### src/rtl/cdb_arbiter_pkg.sv
// Shared CDB definitions: bus widths, the "no tag" label and packed-slice helpers.
// Queue instances and functional units import this package as well.
package cdb_arbiter_pkg;

  localparam int CDB_LABEL_W = 5;
  localparam int CDB_DATA_W  = 32;

  localparam logic [CDB_LABEL_W-1:0] NO_TAG = '0;

  // Low bit of field idx inside a bus that packs fields of width w side by side.
  function automatic int slice_lo(input int idx, input int w);
    return idx * w;
  endfunction

endpackage

### src/rtl/cdb_arbiter_rr_pick.sv
// Combinational round-robin picker: the first eligible index at or after ptr, wrapping.
module cdb_arbiter_rr_pick
  import cdb_arbiter_pkg::*;
#(
  parameter int N  = 4,
  parameter int PW = (N > 1) ? $clog2(N) : 1
) (
  input  logic [N-1:0]  eligible,
  input  logic [PW-1:0] ptr,
  output logic [N-1:0]  grant,
  output logic [PW-1:0] idx,
  output logic          any
);

  always_comb begin
    grant = '0;
    idx   = '0;
    any   = 1'b0;
    // Walk from the farthest offset back to ptr so the nearest eligible index wins.
    for (int k = N - 1; k >= 0; k--) begin
      if (eligible[(int'(ptr) + k) % N]) begin
        idx = PW'((int'(ptr) + k) % N);
        any = 1'b1;
      end
    end
    if (any) begin
      grant[idx] = 1'b1;
    end
  end

endmodule

### src/rtl/cdb_arbiter.sv
// CDB arbiter: one round-robin winner per cycle is acknowledged combinationally
// and broadcast from registers on the following cycle.
module cdb_arbiter
  import cdb_arbiter_pkg::*;
#(
  parameter int N_REQ   = 4,
  parameter int DATA_W  = CDB_DATA_W,
  parameter int LABEL_W = CDB_LABEL_W,
  parameter int CNT_W   = 16
) (
  input  logic                       clk,
  input  logic                       RST,
  input  logic                       FLUSH,
  input  logic [N_REQ-1:0]           reqValid,
  input  logic [N_REQ*LABEL_W-1:0]   reqLabel,
  input  logic [N_REQ*DATA_W-1:0]    reqData,
  output logic [N_REQ-1:0]           reqAck,
  output logic                       BCEN,
  output logic [LABEL_W-1:0]         BClabel,
  output logic [DATA_W-1:0]          BCdata,
  output logic                       errFlag,
  output logic [CNT_W-1:0]           bcCount
);

  localparam int PW = (N_REQ > 1) ? $clog2(N_REQ) : 1;

  logic [LABEL_W-1:0] label_arr [N_REQ];
  logic [DATA_W-1:0]  data_arr  [N_REQ];
  logic [N_REQ-1:0]   eligible;
  logic [N_REQ-1:0]   bad_tag;

  logic [N_REQ-1:0]   pick_grant;
  logic [PW-1:0]      pick_idx;
  logic               pick_any;
  logic               grant_ok;

  logic               bcen_q, bcen_d;
  logic [LABEL_W-1:0] label_q, label_d;
  logic [DATA_W-1:0]  data_q, data_d;
  logic [PW-1:0]      ptr_q, ptr_d;
  logic               err_q, err_d;
  logic [CNT_W-1:0]   cnt_q, cnt_d;

  for (genvar gi = 0; gi < N_REQ; gi++) begin : g_unpack
    assign label_arr[gi] = reqLabel[slice_lo(gi, LABEL_W) +: LABEL_W];
    assign data_arr[gi]  = reqData[slice_lo(gi, DATA_W) +: DATA_W];
    assign eligible[gi]  = reqValid[gi] && (label_arr[gi] != LABEL_W'(NO_TAG));
    assign bad_tag[gi]   = reqValid[gi] && (label_arr[gi] == LABEL_W'(NO_TAG));
  end

  cdb_arbiter_rr_pick #(
    .N  (N_REQ),
    .PW (PW)
  ) u_pick (
    .eligible (eligible),
    .ptr      (ptr_q),
    .grant    (pick_grant),
    .idx      (pick_idx),
    .any      (pick_any)
  );

  always_comb begin
    grant_ok = pick_any && !RST && !FLUSH;
    reqAck   = grant_ok ? pick_grant : '0;
    bcen_d   = grant_ok;
    label_d  = label_q;
    data_d   = data_q;
    ptr_d    = ptr_q;
    cnt_d    = cnt_q;
    // A tagless valid request is a producer bug; it is latched even while flushing.
    err_d    = err_q | (|bad_tag);
    if (grant_ok) begin
      label_d = label_arr[pick_idx];
      data_d  = data_arr[pick_idx];
      ptr_d   = (pick_idx == PW'(N_REQ - 1)) ? '0 : pick_idx + PW'(1);
      cnt_d   = cnt_q + CNT_W'(1);
    end
  end

  always_ff @(posedge clk) begin
    if (RST) begin
      bcen_q  <= 1'b0;
      label_q <= '0;
      data_q  <= '0;
      ptr_q   <= '0;
      err_q   <= 1'b0;
      cnt_q   <= '0;
    end else begin
      bcen_q  <= bcen_d;
      label_q <= label_d;
      data_q  <= data_d;
      ptr_q   <= ptr_d;
      err_q   <= err_d;
      cnt_q   <= cnt_d;
    end
  end

  assign BCEN    = bcen_q;
  assign BClabel = label_q;
  assign BCdata  = data_q;
  assign errFlag = err_q;
  assign bcCount = cnt_q;

endmodule

### config.mk
export PLATFORM = sky130hd
export DESIGN_NAME = cdb_arbiter
export DESIGN_NICKNAME = d
export VERILOG_FILES = /design/src/rtl/cdb_arbiter_pkg.sv /design/src/rtl/cdb_arbiter_rr_pick.sv /design/src/rtl/cdb_arbiter.sv
export SDC_FILE = /design/constraint.sdc
export NUM_CORES = 1
export LEC_CHECK = 0
export CORE_MARGIN = 2
export CORE_UTILIZATION = 50
export DETAILED_ROUTE_END_ITERATION = 16
export DONT_BUFFER_PORTS = 1
export GPL_ROUTABILITY_DRIVEN = 0
export HOLD_SLACK_MARGIN = 0.03
export PLACE_DENSITY_LB_ADDON = 0.15
export SYNTH_ARGS = -nofsm -noshare
export SYNTH_HDL_FRONTEND = slang
export SYNTH_SLANG_ARGS = --single-unit
### constraint.sdc
create_clock -name clk -period 7.3 [get_ports clk]
set_clock_uncertainty 0.2 [all_clocks]
set_input_delay 1.825 -clock clk [delete_from_list [all_inputs] [get_ports clk]]
set_output_delay 1.825 -clock clk [all_outputs]
set_load 0.03 [all_outputs]
* After elaboration in Yosys (flattened, before gate mapping) *
Cells that the tools add are included.

word-level totals
  flip-flop bits (word level) = 57
  input bits = 155
  output and inout port bits = 59
  logic and storage cells = 79

cells by class
  $add $sub $neg = 5
  magnitude comparators = 7
  eq/ne operators = 1
  multiplexer cells = 30
  bitwise gates (word level) = 5
  reductions and logical operators = 25

operators with widths
  cell                                                  count
  binary-select mux 32 bit (select 2 bit)               1
  two-way mux 32 bit                                    2
  logical NOT 5 bit                                     4
  nonzero test 5 bit                                    4
  adder 16 x 1 -> 16 bit (second input constant)        1
  < comparator 3 x 4 -> 1 bit (second input constant)   3
  two-way mux 1 bit                                     12
  logical AND 1 bit                                     11
  binary-select mux 5 bit (select 2 bit)                1
  two-way mux 2 bit                                     5
  two-way mux 5 bit                                     2
  binary-select mux 1 bit (select 2 bit)                4
  two-way mux 4 bit                                     2
  < comparator 2 x 3 -> 1 bit (second input constant)   2
  OR reduction 2 bit                                    3
  adder 2 x 1 -> 2 bit (second input constant)          2
  adder 2 bit (second input constant)                   2
  OR reduction 4 bit                                    1
  AND 1 bit (first input constant)                      3
  >= comparator 3 bit (second input constant)           1
  inverter 2 -> 3 bit                                   1
  demux 1 bit (select 2 bit)                            1
  equality test 2 bit (second input constant)           1
  >= comparator 2 x 1 -> 1 bit (second input constant)  1
  2 further kinds                                       3

* Logic depth before layout (Yosys ltp) *
Gate-level depths: netlist of run 1.

  word-level depth = 16
  depth in mapped cells = 10
  mapped depth without buffers = 7

* Cells and area by module *
Synthesis of run 1 repeated with hierarchy kept, for this count alone.

second synthesis, totals
  cell total of the unflattened synthesis = 347
  area, all modules = 3342.0 um2

by module, submodules not included
  module               times used  cells each  area each (um2)  seq. area each (um2)
  cdb_arbiter          1           319         3165.5           1141.1
  cdb_arbiter_rr_pick  1           28          176.4            0.0

* Least setup slack after synthesis of run 1 *
No wires, ideal clock.

  path type = input to output
  from = input reqLabel[15]
  to = output reqAck[0]
  arrival time = 3.821 ns
  required time = 5.275 ns
  setup slack = 1.454 ns
  stages = 8
  buffers on the path = 2
  path through = or4_1 -> o21ai_1 -> and2_1 -> a221oi_2 -> nand2b_1 -> buf_4 -> buf_6 -> nor2_1

between the ends
  word-level cells in the longest chain between the ends = 15
  elaborated cells between the ends (all ways) = 30
  classes of those cells = order compare: 2; mux: 23; reduce/logical: 5

ends and longest elaborated chain
  element                                                                                            RTL line                   source
  start: declaration                                                                                 cdb_arbiter.sv:15          input logic [N_REQ*LABEL_W-1:0] reqLabel,
  nonzero test 5 bit (*)                                                                             cdb_arbiter.sv:47          assign eligible[gi] = reqValid[gi] && (label_arr[gi] != LABEL_W'(NO_TAG));
  logical AND 1 bit (*)                                                                              cdb_arbiter.sv:47
  binary-select mux 1 bit (select 2 bit)                                                             cdb_arbiter_rr_pick.sv:21  if (eligible[(int'(ptr) + k) % N]) begin
  two-way mux 1 bit (implied by the code) (2 in a row)                                               cdb_arbiter_rr_pick.sv:21
  two-way mux 2 bit (4 in a row)                                                                     cdb_arbiter_rr_pick.sv:21
  < comparator 2 x 3 -> 1 bit (implied by the code) or >= comparator 2 x 1 -> 1 bit (tied branches)  cdb_arbiter_rr_pick.sv:27  grant[idx] = 1'b1;
  logical AND 1 bit (implied by the code)                                                            cdb_arbiter_rr_pick.sv:27
  two-way mux 1 bit (implied by the code)                                                            cdb_arbiter_rr_pick.sv:27
  demux 1 bit (select 2 bit)                                                                         -
  two-way mux 4 bit                                                                                  cdb_arbiter_rr_pick.sv:26  if (any) begin
  two-way mux 4 bit (*)                                                                              cdb_arbiter.sv:64          reqAck = grant_ok ? pick_grant : '0;
  end: declaration                                                                                   cdb_arbiter.sv:17          output logic [N_REQ-1:0] reqAck,

Every way passes the cells marked *; elsewhere a longest branch is shown, timed or not. The select of a mux whose other input is x is not followed.

* Worst setup path after layout of run 1 *
  from = input reqLabel[0]
  to = output reqAck[3]

Same word-level chain as after synthesis.

==> flow_summary.ini, run 1 <==
[worst_hold_path]
hold_path_class = flip-flop to flip-flop
min_path_cells = 2
min_to = ptr_q[0]$_SDFFE_PP0P_
min_from = ptr_q[0]$_SDFFE_PP0P_

[placed_design]
post-dp-hpwl_mm = 6.09
numPortBuffers = 0

[yosys]
synth_ff_type = dfxtp_1
ys_seq_area_share_pct = 34.4
synth_top_cell_by_area = dfxtp_1
syn-cell-area_um2 = 3320
ys_types = 40
synth-edff-count = 0
ys_ff_latch = 57
syn_nets = 516
syn_area_per_cell_um2 = 9.24
synth.most_common_cell = nor2_1
ys_top_cells_by_area = dfxtp_1 (34%), mux2i_1 (23%), nor2_1 (11%), a211o_1 (9.2%), xor2_1 (3.2%)
ys_warn_count = 0
async_reset_ff_share_pct = 0
synth_top_area_share_pct = 34.4
ys_top_cells_by_count = nor2_1 (93), mux2i_1 (76), dfxtp_1 (57)
synthCells = 359

[sta]
setup_violations = 0
worst_pin_slew_ns = 0.746
setup_tns_ns = 0
max_freq_mhz = 170
period_share_pct = 80.7
rsz0062_at_grt = false
final.min_clock_period_ns = 5.89
report.final.slew_viol_count = 0
finalHoldViolCount = 0
relSlewSlack_pct = 50.3

[power]
intPower_w = 0.000554
p_sw_share_pct = 34.0
p_per_area_nw_per_um2 = 242
p_seq_share_pct = 49.6
total_power_w = 0.000840
max-vdd-ir-drop_v = 0.000138
power_switching_w = 0.000286
leakagePower_nw = 1.63
p_comb_share_pct = 20.0
clock_power_share_pct = 30.4

[clocking]
cts_buffer_depth = 2
clk-insertion-delay-late_ns = 0.33
htree_levels = 3
path_clk_slew_ns = 0.07
hold_buffers = 0
cts_made_buffers = 9
cts_sinks = 57
root_buffer = clkbuf_8
cts_resized = 0
cts_tree = built
cts_setup_buffers = 0

[detailed_routing]
ant_nets = 0
wl_per_cell_um = 18.4
drtIter0Drc = 85
num_vias = 2610
first_pass_iters = 4
drcViolationCount = 0
viasPerCell = 5.97
wirelength_mm = 8.06

[setup_path]
startpoint_type = input port
rr_worst_depth = 7
r2r_start = ptr_q[1]$_SDFFE_PP0P_
cp.required_ns = 5.28
crit_fanout = 18
critical_path_class = input port to output port
setup.worst_path.end_class = output port
cp.arrival_ns = 3.87
rrSetupSlack_ns = 4.54
r2r_end = BCdata[18]$_SDFFE_PP0P_

[global_route]
top_usage_layer = met2
grtUsageMet2_pct = 37.4
use_met1_pct = 24.7
grt_overflow_total = 0
grtUsageTotal_pct = 21.8
antenna_found_initial = 0
grtUsageMet3_pct = 7.20
grt_max_degree = 48
grt_pass1_vias = 2509
grt_pass1_wl_mm = 12.5

[layout]
nets = 512
area_growth_pct = 4.83
antenna_cells = 0
final_layout_size_suffix_gt1_share_pct = 10.0

[floorplanning]
fp.dieH_um = 85.5
coreArea_um2 = 6390
rows = 29
start_util_pct = 51.9
io_pins = 214
die_w_um = 85.5
dieArea_um2 = 7300

[outcome]
run_status = finished clean

[run]
maxCapViolations = 0
==> power groups by stage <==
stage / clock network (W) / registers (W) / logic [W]
final: 0.000256 / 0.000417 / 0.000168
after global routing: 0.000279 / 0.000420 / 0.000185
after CTS: 0.000267 / 0.000417 / 0.000170
after detailed placement: 0 / 0.000424 / 0.000170
after global placement: 0 / 0.000424 / 0.000166
after floorplan: 0 / 0.000416 / 0.000159
==> worst max path at each step <==
stage,slack [ns],to,from
5_1_grt,1.28,reqAck[3],reqLabel[0]
4_1_cts,1.39,reqAck[3],reqLabel[0]
2_1_floorplan,1.45,reqAck[0],reqLabel[15]
3_5_place_dp,1.39,reqAck[3],reqLabel[0]
3_3_place_gp,1.44,reqAck[3],reqLabel[0]
6_report,1.41,reqAck[3],reqLabel[0]
==> registers in the layout (all words and copies together), names as in the netlist <==
name     count
BCEN         1
BCdata      32
BClabel      5
bcCount     16
errFlag      1
ptr_q        2
==> area by class of cell <==
class | instances | area (µm²)
Clock buffer | 11 | 141
Clock inverter | 5 | 31.3
Inverter | 2 | 7.51
Multi-Input combinational cell | 276 | 1990
Tap cell | 77 | 96.3
Sequential cell | 57 | 1140
Fill cell | 599 | 2910
Timing Repair Buffer | 9 | 67.6
==> kinds of logic after synthesis <==
group	count (synthesis)	synth area share, %
AOI/OAI and AO/OA	57	15.4
adders and majority gates	2	0.754
xor gates and xnor gates	15	3.96
muxes	76	22.9
DFF	57	34.4
buffers and inverters	26	5.77
and+or+nand+nor	126	16.8
==> critical path: stages <==
cell and delay, ns:
or4_4 0.54, o21ai_4 0.23, o22ai_1 0.16, a211oi_4 0.27, buf_4 0.32, ha_1 0.20, and2_1 0.32
==> cells in the final DEF (no fill, tap or decap), drive strengths merged, types with 7 or more instances in the layout <==
| cell | instances |
|---|---|
| a211o | 35 |
| buf | 9 |
| clkbuf | 11 |
| dfxtp | 57 |
| mux2i | 76 |
| nand2 | 8 |
| nor2 | 94 |
| o21ai | 7 |
| xor2 | 12 |
==> per-stage QoR <==
step | cell area, µm² | std cells | hold WS (ns) | setup WS [ns] | util [%]
5_1_grt | 3480 | 437 | 0.377 | 1.28 | 54.4
3_3_place_gp | 3300 | 421 | 0.335 | 1.44 | 51.7
6_report | 3480 | 437 | 0.362 | 1.41 | 54.4
4_1_cts | 3480 | 437 | 0.360 | 1.39 | 54.4
2_1_floorplan | 3320 | 359 | 0.311 | 1.45 | -
3_5_place_dp | 3300 | 421 | 0.344 | 1.39 | 51.7
==> layer usage <==
metal	vias up	part of all wire, %
li1	1269	-
met4	0	0.87
met3	6	9.0
met5	-	0
met2	113	52
met1	1222	38
Power figures use the tool's default switching activity.
==> inputs of run 2 (changes only) <==
clock period = 6.1 ns   (was 7.3 ns; I/O delays follow)
==> run 2 against run 1 <==
Net effect:
- cell area increased by 1.6%
- non-clock buffer count is the same
- critical path depth rose by 1
- sequential power is 20% higher
- largest power group unchanged
==> flow_summary.ini, run 2 (synthesis results as in run 1) <==
[detailed_routing]
viasPerCell = 5.92
drcViolationCount = 0
num_vias = 2587
drtIter0Drc = 81
first_pass_iters = 4
wl_per_cell_um = 18.4
wirelength_mm = 8.05
ant_nets = 0

[power]
power_switching_w = 0.000343
p_seq_share_pct = 45.3
leakagePower_nw = 1.66
clock_power_share_pct = 36.4
intPower_w = 0.000757
max-vdd-ir-drop_v = 0.000173
p_comb_share_pct = 18.3
p_per_area_nw_per_um2 = 311
p_sw_share_pct = 31.2

[placed_design]
dp_slack_ns = 0.965
placedCellCount = 421
post-dp-hpwl_mm = 6.10
place_area_um2 = 3300
numPortBuffers = 0

[sta]
timing.hold.ws_ns = 0.358
worst_pin_slew_ns = 0.734
setup_violations = 0
final.min_clock_period_ns = 5.13
timing.final.ws_setup_ns = 0.965
finalHoldViolCount = 0
report.final.slew_viol_count = 0
period_share_pct = 84.2
setup_tns_ns = 0
max_freq_mhz = 195
relSlewSlack_pct = 51.1
rsz0062_at_grt = false

[setup_path]
path_common_cell = buf_4
setup.worst_path.end_class = output port
crit_buf_inv = 3
crit_fanout = 15
startpoint_type = input port
crit_family = compound AO/OA/AOI/OAI gates
critical_path_class = input port to output port
crit_slowest_cell = or4_4
crit_path_max_incr_delay_ns = 0.54
cp.required_ns = 4.38
crit_chain = or4_4, o21ai_4, o22ai_1, a211oi_4, buf_4, inv_1, nor2_1, buf_4
cp.arrival_ns = 3.41

[clocking]
clk-insertion-delay-late_ns = 0.33
cts_buffer_depth = 2
cts_setup_buffers = 0
hold_buffers = 0
htree_levels = 3
path_clk_slew_ns = 0.06
cts_made_buffers = 9
cts_resized = 0
root_buffer = clkbuf_8
cts_tree = built
cts_sinks = 57

[layout]
layout_common_cells = nor2_1 (93), mux2i_1 (76), dfxtp_1 (57), a211o_1 (35), xor2_1 (12)
antenna_cells = 0
area_growth_pct = 6.53
design_area_um2 = 3530
final_layout_size_suffix_gt1_share_pct = 10.3
fillers = 578
nets = 512
stdcell_count = 437
largest_reg_flops = 32
layout_commonest_cell = nor2_1

[global_route]
grt_pass1_vias = 2493
grtUsageTotal_pct = 21.2
grt_overflow_total = 0
antenna_found_initial = 0
grt_pass1_wl_mm = 12.2
grt_max_degree = 48

[floorplanning]
io_pins = 214
rows = 29
fp.dieH_um = 85.5
die_w_um = 85.5
coreArea_um2 = 6390
dieArea_um2 = 7300
start_util_pct = 51.9

[worst_hold_path]
hold_path_class = flip-flop to flip-flop

[run]
maxCapViolations = 0

[outcome]
run_status = finished clean
-- run 2: cell count changes in the layout (fill, tap and decap cells not counted), sizes merged --
cell | before | now
bufinv | 0 | 2
clkinv | 4 | 2
-- run 2: path summary, 6_finish.rpt --
kind | start | end | slack, ns | depth (start not counted)
max | reqLabel[10] | reqAck[1] | 0.97 | 8
min | ptr_q[0]$_SDFFE_PP0P_ | ptr_q[0]$_SDFFE_PP0P_ | 0.36 | 2
max reg2reg | ptr_q[1]$_SDFFE_PP0P_ | BCdata[18]$_SDFFE_PP0P_ | 3.26 | 7
min reg2reg | ptr_q[0]$_SDFFE_PP0P_ | ptr_q[0]$_SDFFE_PP0P_ | 0.36 | 2
-- run 2: worst min-delay path, cell delays in order, from the launching register on --
cell and delay (ns):
dfxtp_1 0.35, nor2_1 0.11, a211oi_1 0.05
-- run 2: power by group through the flow --
stage	sequential, W	combinational, W	clock, W
2_1_floorplan	0.000497	0.000190	0
3_3_place_gp	0.000508	0.000199	0
3_5_place_dp	0.000508	0.000203	0
4_1_cts	0.000500	0.000203	0.000411
5_1_grt	0.000503	0.000221	0.000427
6_report	0.000499	0.000201	0.000401
-- run 2: layer usage --
layer | vias to the layer above | global-route usage, % | share of wire, %
met5 | - | 0 | 0
met4 | 0 | 10.7 | 2.7
met3 | 18 | 7.20 | 9.5
met2 | 131 | 35.8 | 50
met1 | 1168 | 23.8 | 38
li1 | 1270 | - | -
-- run 2: final cells by class --
type	count	area (µm²)	area share [%]
Multi-Input combinational cell	276	1990	56.4
Sequential cell	57	1140	32.3
Clock buffer	11	151	4.28
Tap cell	77	96.3	2.73
Clock inverter	5	77.6	2.20
Timing Repair Buffer	9	67.6	1.91
Inverter	2	7.51	0.212
-- run 2: through the flow --
step                      utilization, %  total power (W)
after CTS                           55.3          0.00111
after global placement              51.7         0.000707
after global routing                55.3          0.00115
after detailed placement            51.7         0.000711
final                               55.3          0.00110
after floorplan                        -         0.000688
